## src/rtl/riscv_biu_pkg.sv

```systemverilog
// Shared types for the instruction-fetch bus interface unit.
// Latency: n/a (types and constants only).
// Backpressure: n/a.
package riscv_biu_pkg;

    localparam int BIU_XLEN        = 32;
    localparam int BIU_PARCEL_SIZE = 32;

    // Canonical NOP (addi x0,x0,0); must stay identical to the core package value.
    localparam logic [BIU_PARCEL_SIZE-1:0] INSTR_NOP = 32'h0000_0013;

    typedef enum logic {
        ST_RUN   = 1'b0,
        ST_DRAIN = 1'b1
    } biu_state_e;

    typedef struct packed {
        logic [BIU_XLEN-1:0]        pc;
        logic [BIU_PARCEL_SIZE-1:0] parcel;
        logic                       misaligned;
        logic                       page_fault;
    } biu_entry_t;

endpackage

```

## src/rtl/riscv_if_biu_fifo.sv

```systemverilog
// Synchronous DEPTH-entry FIFO with a clear input that empties it at the edge.
// Latency: push visible at pop_dat one cycle later; pop_dat is the registered head.
// Backpressure: none internally; pushes when full and pops when empty are ignored.
// Ports: clk/rstn (sync active-low), clr, push/push_dat, pop/pop_dat, empty, count.
module riscv_if_biu_fifo #(
    parameter int WIDTH = 32,
    parameter int DEPTH = 2
) (
    input  logic                     clk,
    input  logic                     rstn,
    input  logic                     clr,
    input  logic                     push,
    input  logic [WIDTH-1:0]         push_dat,
    input  logic                     pop,
    output logic [WIDTH-1:0]         pop_dat,
    output logic                     empty,
    output logic [$clog2(DEPTH):0]   count
);
    localparam int              AW       = $clog2(DEPTH);
    localparam logic [AW:0]     CNT_FULL = (AW+1)'(DEPTH);

    logic [WIDTH-1:0] mem_q [DEPTH];
    logic [AW-1:0]    wr_ptr_q, wr_ptr_d;
    logic [AW-1:0]    rd_ptr_q, rd_ptr_d;
    logic [AW:0]      count_q, count_d;
    logic             do_push, do_pop;

    always_comb begin
        do_push  = push && !clr && (count_q != CNT_FULL);
        do_pop   = pop && !clr && (count_q != '0);
        wr_ptr_d = wr_ptr_q;
        rd_ptr_d = rd_ptr_q;
        count_d  = count_q;
        if (clr) begin
            wr_ptr_d = '0;
            rd_ptr_d = '0;
            count_d  = '0;
        end else begin
            if (do_push) wr_ptr_d = wr_ptr_q + AW'(1);
            if (do_pop)  rd_ptr_d = rd_ptr_q + AW'(1);
            if (do_push && !do_pop) count_d = count_q + (AW+1)'(1);
            if (do_pop && !do_push) count_d = count_q - (AW+1)'(1);
        end
    end

    always_ff @(posedge clk) begin
        if (!rstn) begin
            wr_ptr_q <= '0;
            rd_ptr_q <= '0;
            count_q  <= '0;
        end else begin
            wr_ptr_q <= wr_ptr_d;
            rd_ptr_q <= rd_ptr_d;
            count_q  <= count_d;
        end
    end

    // Storage needs no reset: entries are only read while count is non-zero.
    always_ff @(posedge clk) begin
        if (do_push) mem_q[wr_ptr_q] <= push_dat;
    end

    assign pop_dat = mem_q[rd_ptr_q];
    assign empty   = (count_q == '0);
    assign count   = count_q;

endmodule

```

## src/rtl/riscv_if_biu.sv

```systemverilog
// Instruction-fetch BIU: turns IF next-PC into word fetches and returns in-order parcels.
// Latency: ack cycle -> rvalid cycle -> parcel at IF on the following cycle.
// Backpressure: DEPTH credits shared by in-flight requests and buffered parcels; if_stall holds the head.
// Ports: IF side (if_nxt_pc/stall/flush in, if_stall_nxt_pc and if_parcel* out),
//        memory side (mem_req/mem_adr out, mem_ack/mem_rvalid/mem_rdata/mem_err in).
module riscv_if_biu
    import riscv_biu_pkg::*;
#(
    parameter int XLEN        = 32,
    parameter int PARCEL_SIZE = 32,
    parameter int DEPTH       = 2
) (
    input  logic                      clk,
    input  logic                      rstn,
    input  logic [XLEN-1:0]           if_nxt_pc,
    input  logic                      if_stall,
    input  logic                      if_flush,
    output logic                      if_stall_nxt_pc,
    output logic [PARCEL_SIZE-1:0]    if_parcel,
    output logic [XLEN-1:0]           if_parcel_pc,
    output logic [PARCEL_SIZE/16-1:0] if_parcel_valid,
    output logic                      if_parcel_misaligned,
    output logic                      if_parcel_page_fault,
    output logic                      mem_req,
    output logic [XLEN-1:0]           mem_adr,
    input  logic                      mem_ack,
    input  logic                      mem_rvalid,
    input  logic [PARCEL_SIZE-1:0]    mem_rdata,
    input  logic                      mem_err
);
    localparam int            CW      = $clog2(DEPTH) + 1;
    localparam logic [CW-1:0] CREDITS = CW'(DEPTH);

    biu_state_e    state_q, state_d;
    logic [CW-1:0] discard_q, discard_d;

    logic [CW-1:0]   tag_count, rsp_count, used;
    logic [XLEN-1:0] tag_pc;
    logic            tag_empty, rsp_empty;
    biu_entry_t      rsp_push_dat, rsp_head;
    logic            issue, pc_aligned, ack_fire, mis_fire;
    logic            rv_live, rsp_fire, rsp_push, rsp_pop, parcel_vld;

    always_comb begin
        used       = tag_count + rsp_count;
        pc_aligned = (if_nxt_pc[1:0] == 2'b00);
        issue      = rstn && (state_q == ST_RUN) && !if_flush && !if_stall && (used < CREDITS);
        mem_req    = issue && pc_aligned;
        mem_adr    = {if_nxt_pc[XLEN-1:2], 2'b00};
        ack_fire   = mem_req && mem_ack;
        // A misaligned PC becomes a NOP entry straight into the response FIFO; it waits
        // for the tag queue to empty so it cannot overtake earlier bus responses.
        mis_fire        = issue && !pc_aligned && tag_empty;
        if_stall_nxt_pc = !(ack_fire || mis_fire);

        // A response only counts while something is in flight; strays are dropped.
        rv_live  = mem_rvalid && !tag_empty;
        rsp_fire = rstn && rv_live && (state_q == ST_RUN) && !if_flush;
        rsp_push = rsp_fire || mis_fire;

        if (mis_fire) begin
            rsp_push_dat.pc         = if_nxt_pc;
            rsp_push_dat.parcel     = INSTR_NOP;
            rsp_push_dat.misaligned = 1'b1;
            rsp_push_dat.page_fault = 1'b0;
        end else begin
            rsp_push_dat.pc         = tag_pc;
            rsp_push_dat.parcel     = mem_rdata;
            rsp_push_dat.misaligned = 1'b0;
            rsp_push_dat.page_fault = mem_err;
        end

        parcel_vld      = rstn && !rsp_empty && !if_flush;
        rsp_pop         = parcel_vld && !if_stall;
        if_parcel_valid = {(PARCEL_SIZE/16){parcel_vld}};
        if (parcel_vld) begin
            if_parcel            = rsp_head.parcel;
            if_parcel_pc         = rsp_head.pc;
            if_parcel_misaligned = rsp_head.misaligned;
            if_parcel_page_fault = rsp_head.page_fault;
        end else begin
            if_parcel            = INSTR_NOP;
            if_parcel_pc         = '0;
            if_parcel_misaligned = 1'b0;
            if_parcel_page_fault = 1'b0;
        end
    end

    // Flush abandons in-flight fetches; DRAIN swallows their responses before new
    // requests may go out, so tags never get paired with stale data.
    always_comb begin
        state_d   = state_q;
        discard_d = discard_q;
        case (state_q)
            ST_RUN: begin
                if (if_flush && (tag_count - CW'(rv_live)) != '0) begin
                    state_d   = ST_DRAIN;
                    discard_d = tag_count - CW'(rv_live);
                end
            end
            ST_DRAIN: begin
                if (mem_rvalid) begin
                    discard_d = discard_q - CW'(1);
                    if (discard_q == CW'(1)) state_d = ST_RUN;
                end
            end
            default: state_d = ST_RUN;
        endcase
    end

    always_ff @(posedge clk) begin
        if (!rstn) begin
            state_q   <= ST_RUN;
            discard_q <= '0;
        end else begin
            state_q   <= state_d;
            discard_q <= discard_d;
        end
    end

    riscv_if_biu_fifo #(.WIDTH(XLEN), .DEPTH(DEPTH)) u_tag_q (
        .clk      (clk),
        .rstn     (rstn),
        .clr      (if_flush),
        .push     (ack_fire),
        .push_dat (if_nxt_pc),
        .pop      (rsp_fire),
        .pop_dat  (tag_pc),
        .empty    (tag_empty),
        .count    (tag_count)
    );

    riscv_if_biu_fifo #(.WIDTH($bits(biu_entry_t)), .DEPTH(DEPTH)) u_rsp_q (
        .clk      (clk),
        .rstn     (rstn),
        .clr      (if_flush),
        .push     (rsp_push),
        .push_dat (rsp_push_dat),
        .pop      (rsp_pop),
        .pop_dat  (rsp_head),
        .empty    (rsp_empty),
        .count    (rsp_count)
    );

endmodule

```

## config.mk

```make
export PLATFORM = sky130hd
export DESIGN_NAME = riscv_if_biu
export DESIGN_NICKNAME = d
export VERILOG_FILES = /design/src/rtl/riscv_biu_pkg.sv /design/src/rtl/riscv_if_biu_fifo.sv /design/src/rtl/riscv_if_biu.sv
export SDC_FILE = /design/constraint.sdc
export NUM_CORES = 1
export LEC_CHECK = 0
export ABC_AREA = 1
export BUFFER_PORTS_ARGS = -buffer_cell sky130_fd_sc_hd__buf_2
export CAP_MARGIN = 20
export CORE_UTILIZATION = 55
export CTS_CLUSTER_DIAMETER = 60
export CTS_CLUSTER_SIZE = 14
export DETAILED_ROUTE_END_ITERATION = 6
export PLACE_DENSITY = 0.77
export SYNTH_ARGS = -nofsm -noshare
export SYNTH_HDL_FRONTEND = slang
export SYNTH_SLANG_ARGS = --single-unit
export TNS_END_PERCENT = 5
```

## constraint.sdc

```tcl
create_clock -name clk -period 6.65 [get_ports clk]
set_input_delay 0.9975 -clock clk [delete_from_list [all_inputs] [get_ports clk]]
set_output_delay 0.9975 -clock clk [all_outputs]
set_load 0.05 [all_outputs]
```

* Yosys cells after proc, flatten, opt, wreduce, memory -nomap -nowiden
Memories as Yosys holds them, arrays and structs flattened. A register that Yosys moved wholly into a read port is not among the register bits.
Index checks and enable logic that the tools add are counted.
** Cells by class
- $add $sub $neg :: 11
- Magnitude comparators :: 1
- Equal/unequal tests :: 5
- Multiplexer cells :: 24
- Bitwise operators :: 2
- Reduce and logical (&&, ||, !) cells :: 50
** Operators with widths (count)
- $mux 66 :: 1
- $mux 32 :: 2
- $logic_and 1x1->1 :: 28
- $mux 1 :: 13
- $mux 2 :: 6
- $logic_not 1->1 :: 10
- $reduce_bool 2->1 :: 5
- $logic_not 2->1 :: 3
- $ne 2x2->1 const B :: 3
- $sub 2x1->2 const B :: 3
- $add 1x1->1 const B :: 4
- $add 2x1->2 const B :: 2
- $pmux 2 s2 :: 1
- $add 2x2->2 :: 1
- $eq 2x1->1 const B :: 1
- $logic_or 1x1->1 :: 2
- $lt 2x2->1 const B :: 1
- $ne 2x1->1 const B :: 1
- $not 1->1 :: 2
- $pmux 1 s2 :: 1
- $reduce_and 2->1 :: 1
- $reduce_or 2->1 :: 1
- $sub 2x1->2 :: 1
** Word-level totals
- Bits in registers :: 11
- RAM bits :: 196
- Bits of input ports :: 71
- Output and inout bits :: 102
- Word-level logic and storage cells :: 103
- Memories kept :: 2
** Memory list
- u_rsp_q.mem_q :: depth 2, width 66, rd ports 1, clocked after Yosys merged registers in 1, wr ports 1, RTL line riscv_if_biu_fifo.sv:22 : logic [WIDTH-1:0] mem_q [DEPTH];
- u_tag_q.mem_q :: depth 2, width 32, rd ports 1, clocked after Yosys merged registers in 1, wr ports 1, RTL line riscv_if_biu_fifo.sv:22

* Depth between registers and ports, before layout
- Depth after elaboration :: 13
- Mapped depth :: 12
- Depth with buffers taken out :: 12

* By module
A second synthesis with hierarchy kept.
** Second synthesis, totals
- Cell total of the unflattened synthesis :: 799
- Area, all modules :: 9834.4 um^2
** By module, submodules not included
- riscv_if_biu_fifo (u_rsp_q) :: instances 1, cells each 245, area each 5180.0 um^2, seq. area each 4063.9 um^2
- riscv_if_biu_fifo (u_tag_q) :: instances 1, cells each 140, area each 2727.6 um^2, seq. area each 2021.9 um^2
- riscv_if_biu :: instances 1, cells each 414, area each 1926.8 um^2, seq. area each 60.1 um^2

* Least setup slack after synthesis
Ideal clock, no wire load.
- Kind :: input -> register
- From :: input if_flush
- To :: memory u_rsp_q.mem_q[0][0] (netlist name), enable pin
- Library setup time :: 490 ps
- Arrival time :: 4421 ps
- Required time :: 6160 ps
- Setup slack :: 1739 ps
- Stages on the path :: 7
- Buffers on the path :: 0
- Cell sequence :: inv_1 -> nand3_1 -> nor2_1 -> nand3_4 -> nand2_1 -> nand2_1 -> nor2_1
** On the way
- Longest elaborated chain between the ends :: 11
- Elaborated cells on any way between the ends :: 12
- Those cells by class :: mux: 2; reduce/logical: 10
** RTL lines
- start, declared :: RTL line riscv_if_biu.sv:17 : input logic if_flush,
- $logic_not 1->1 * :: RTL line riscv_if_biu_fifo.sv:29, riscv_if_biu.sv:47, riscv_if_biu.sv:58
- $logic_and 1x1->1 (3 in a row) :: RTL line riscv_if_biu.sv:47 : issue = rstn && (state_q == ST_RUN) && !if_flush && !if_stall && (used < CREDITS);
- $logic_and 1x1->1 (2 in a row) :: RTL line riscv_if_biu.sv:53 : mis_fire = issue && !pc_aligned && tag_empty;
- $logic_or 1x1->1 :: RTL line riscv_if_biu.sv:59 : rsp_push = rsp_fire || mis_fire;
- $logic_and 1x1->1 * (2 in a row) :: RTL line riscv_if_biu_fifo.sv:29 : do_push = push && !clr && (count_q != CNT_FULL);
- $mux 1 * :: RTL line riscv_if_biu_fifo.sv:60 : if (do_push) mem_q[wr_ptr_q] <= push_dat;
- $mux 1 (implied by the code) * :: RTL line riscv_if_biu_fifo.sv:60
- end, declared :: RTL line riscv_if_biu_fifo.sv:22
Mark *: on every way between the ends. The rest lies on a longest branch, timed or not.

* Final worst setup path
- From :: input if_flush
- To :: output if_parcel_pc[1]
** On the way
- Longest elaborated chain between the ends :: 3
** RTL lines
- $logic_not 1->1 :: RTL line riscv_if_biu.sv:73 : parcel_vld = rstn && !rsp_empty && !if_flush;
- $logic_and 1x1->1 :: RTL line riscv_if_biu.sv:73
- $mux 32 :: RTL line riscv_if_biu.sv:76 : if (parcel_vld) begin
- end, declared :: RTL line riscv_if_biu.sv:20 : output logic [XLEN-1:0] if_parcel_pc,
No other way between the ends.

==> key figures <==
Outcome
  – Outcome: finished, final reports clean

Drt
  – First-pass iteration count of the detailed router: 6
  – Final WL: 17000 um
  – Vias per Instance: 5.06
  – Detail Route Antenna Nets: 0
  – Starting DRT DRC Count: 361
  – DRC viols: 0
  – WL per Instance: 14.7 um
  – Vias: 5864

Power
  – Clock power frac: 0.390
  – Internal: 2.07 mW
  – Power share of the sequential group: 0.556
  – Worst ir drop on vdd: 222 uV
  – Power Dens Cells: 255 mW/mm^2
  – Psw: 545 uW
  – Switch share: 0.209
  – Logic gate share of total power: 0.053
  – Total Power: 2.61 mW
  – Pleak: 4.24 nW

STA
  – RSZ-0062 raised after global routing: no
  – Worst-margin pin slew: 1050 ps
  – Minimum clock period after layout: 3660 ps
  – Setup-failing EPs final: 0
  – Achievable Freq: 273 MHz
  – Tcrit/Tclk final: 0.551
  – Final slew viol count: 0
  – Setup ws final: 2990 ps
  – Setup Skew: 11.6 ps
  – Rel. slew slack: 0.298
  – Hold Fails Final Rpt: 0
  – Final TNS setup: 0 ps

Clock network
  – Root Driver: clkbuf_16
  – CTS max path bufs: 3
  – Worst-Skew Late Latency: 470 ps
  – CTS tree: built
  – CTS Buf Count: 19
  – Setup bufs post-CTS: 0
  – Post-CTS Resized: 0
  – Cts hold-fix bufs: 0
  – Clk pin slew, worst setup/hold paths: 60 ps
  – Sink Count: 209
  – Htree depth: 1

Yosys
  – Area leader, netlist: edfxtp_1
  – Async set or reset register ratio after synthesis: 0
  – Post-synthesis register bit count: 209
  – Area contributors post-synth: edfxtp_1, nand2_1, a21oi_1
  – Area of the mapped netlist: 0.00883 sq mm
  – Number of synthesized flops with an enable pin: 196
  – Top FF cell, synth: edfxtp_1
  – Share of the synthesized area in the top cell type: 0.667
  – Post-Syn Instances: 807
  – Synth warnings: 0
  – Commonest cells in the synthesized netlist: nand2_1, edfxtp_1, inv_1
  – Number of unique standard cell types used by synthesis: 27
  – Seq/Total Area, Yosys: 0.696
  – Most common cell in the netlist: nand2_1
  – Syn Area/Cell: 10.9 sq um

Die
  – Vert. Die Dim: 129 um
  – DIE WIDTH: 129 um
  – Area of the core: 0.0154 sq mm
  – Initial Util: 0.572
  – Die area: 0.0166 sq mm
  – # rows: 45
  – Ports: 173

Finish
  – Antenna diodes: 0
  – Non-Filler Instances: 1160
  – Multi-input logic area: 0.00195 sq mm
  – Fraction of layout cells with a size suffix above 1: 0.228
  – Nets: 1011
  – Post-route cell area: 0.0102 sq mm
  – Area grow syn2layout: 16.1%
  – Reg area: 0.00615 sq mm
  – # fillers: 1167

Setup path
  – CP startpoint: if_flush
  – Worst R2R Setup Slack: 3580 ps
  – Data arrival time of the worst path: 2660 ps
  – Worst Path Required: 5650 ps
  – Critical Setup Path Class: input port to output port
  – Worst r2r src: u_tag_q.count[1]$_SDFFE_PP0P_
  – Worst R2R End: u_rsp_q.mem_q[1][29]$_DFFE_PP_
  – CP endpoint: if_parcel_pc[1]
  – Reg2Reg Depth: 9
  – Crit Path Max Fanout: 37
  – Crit end category: output port
  – Worst Setup Start Kind: input port

Global route
  – Grt total ovfl: 0
  – Initial antenna violation count: 0
  – First-pass GRT wire length: 26300 um
  – Vias in the first global route: 5525
  – Largest net degree at the start of global routing: 70
  – GRT Util Overall: 0.206

Placed design
  – Worst slack, placed: 2540 ps
  – Placed cell areas: 0.00962 sq mm
  – Placed Instances: 1124
  – I/O Buffers: 170
  – DP Wirelength: 10600 um
  – GPL Wtd Cong: 0.859

Job
  – MaxCap Viol Count: 0

Min path
  – Hold WC Path Type: flop to flop
==> how the worst min path moves through the flow <==
stage / from / endpoint / slack [ps] / cells past startpoint
floorplan: discard_q[1]$_SDFFE_PN0P_ / discard_q[1]$_SDFFE_PN0P_ / 440 / 2
global placement: discard_q[1]$_SDFFE_PN0P_ / discard_q[1]$_SDFFE_PN0P_ / 450 / 2
detailed placement: discard_q[1]$_SDFFE_PN0P_ / discard_q[1]$_SDFFE_PN0P_ / 450 / 2
CTS: discard_q[1]$_SDFFE_PN0P_ / discard_q[1]$_SDFFE_PN0P_ / 460 / 2
global route: discard_q[0]$_SDFFE_PN0P_ / discard_q[0]$_SDFFE_PN0P_ / 510 / 2
finish: discard_q[1]$_SDFFE_PN0P_ / discard_q[1]$_SDFFE_PN0P_ / 460 / 2
==> sequential cells by signal, summed over array words and instances, names as in the netlist, named ones only <==
name and count:
u_rsp_q.mem_q 132, state_q 1, discard_q 2, u_tag_q.count 2, u_rsp_q.wr_ptr_q 1, u_tag_q.rd_ptr_q 1, u_tag_q.wr_ptr_q 1, u_tag_q.mem_q 64
u_rsp_q.rd_ptr_q 1, u_rsp_q.count 2
==> worst max-delay path, cell delays in order <==
cell and delay, ps:
buf_2 110, inv_1 80, nand2_1 140, a21oi_2 280, inv_2 280, buf_12 260
a21oi_1 200, buf_2 300
==> cells by family (layout without fill, tap and decap cells) <==
logic type                 count (synthesis)  after routing  synth area share
other                                      1              2          0.000425
DFF                                      209            209             0.696
and+or+nand+nor                          284            284             0.127
buffers and inverters                    159            300            0.0849
AOI/OAI and AO/OA                        148            148            0.0843
adders and majority gates                  4              4           0.00567
xor gates and xnor gates                   2              2           0.00198
==> cell type report <==
| class | count | area share |
|---|---|---|
| Sequential cell | 209 | 0.600 |
| Multi-Input combinational cell | 440 | 0.191 |
| Timing Repair Buffer | 178 | 0.0952 |
| Clock buffer | 31 | 0.0508 |
| Inverter | 88 | 0.0324 |
| Tap cell | 211 | 0.0258 |
| Clock inverter | 3 | 0.00537 |
==> metrics by stage <==
step	util	hold slack [ps]
after detailed placement	0.623	454
after global routing	0.664	506
after global placement	0.621	447
after CTS	0.661	463
final	0.664	463
after floorplan	-	436
==> layer usage <==
layer | routed length [um] | vias to the layer above | track usage | part of all wire
met5 | 0 | - | 0 | 0
met4 | 307 | 0 | 0.0623 | 0.018
met3 | 1000 | 23 | 0.0295 | 0.059
met2 | 8480 | 209 | 0.373 | 0.50
met1 | 7210 | 2714 | 0.257 | 0.42
li1 | - | 2918 | - | -
==> power by group through the flow <==
stage	clock, mW	sequential [mW]	combinational, mW
detailed placement	0	1.48	0.137
global route	1.09	1.45	0.151
CTS	1.04	1.45	0.138
floorplan	0	1.48	0.100
finish	1.02	1.45	0.139
global placement	0	1.48	0.134
==> cell usage in the layout, fill, tap and decap left out, drive strengths merged <==
cell,n
o21ai,74
bufinv,1
nand3,15
ha,4
nor3,1
clkinv,2
inv,88
xor2,2
nand2,250
nor2,11
buf,178
nand4,2
and3,1
conb,2
dfxtp,13
edfxtp,196
or2,4
clkbuf,31
a21oi,74
Note: power is estimated with default switching activity, not from simulation.
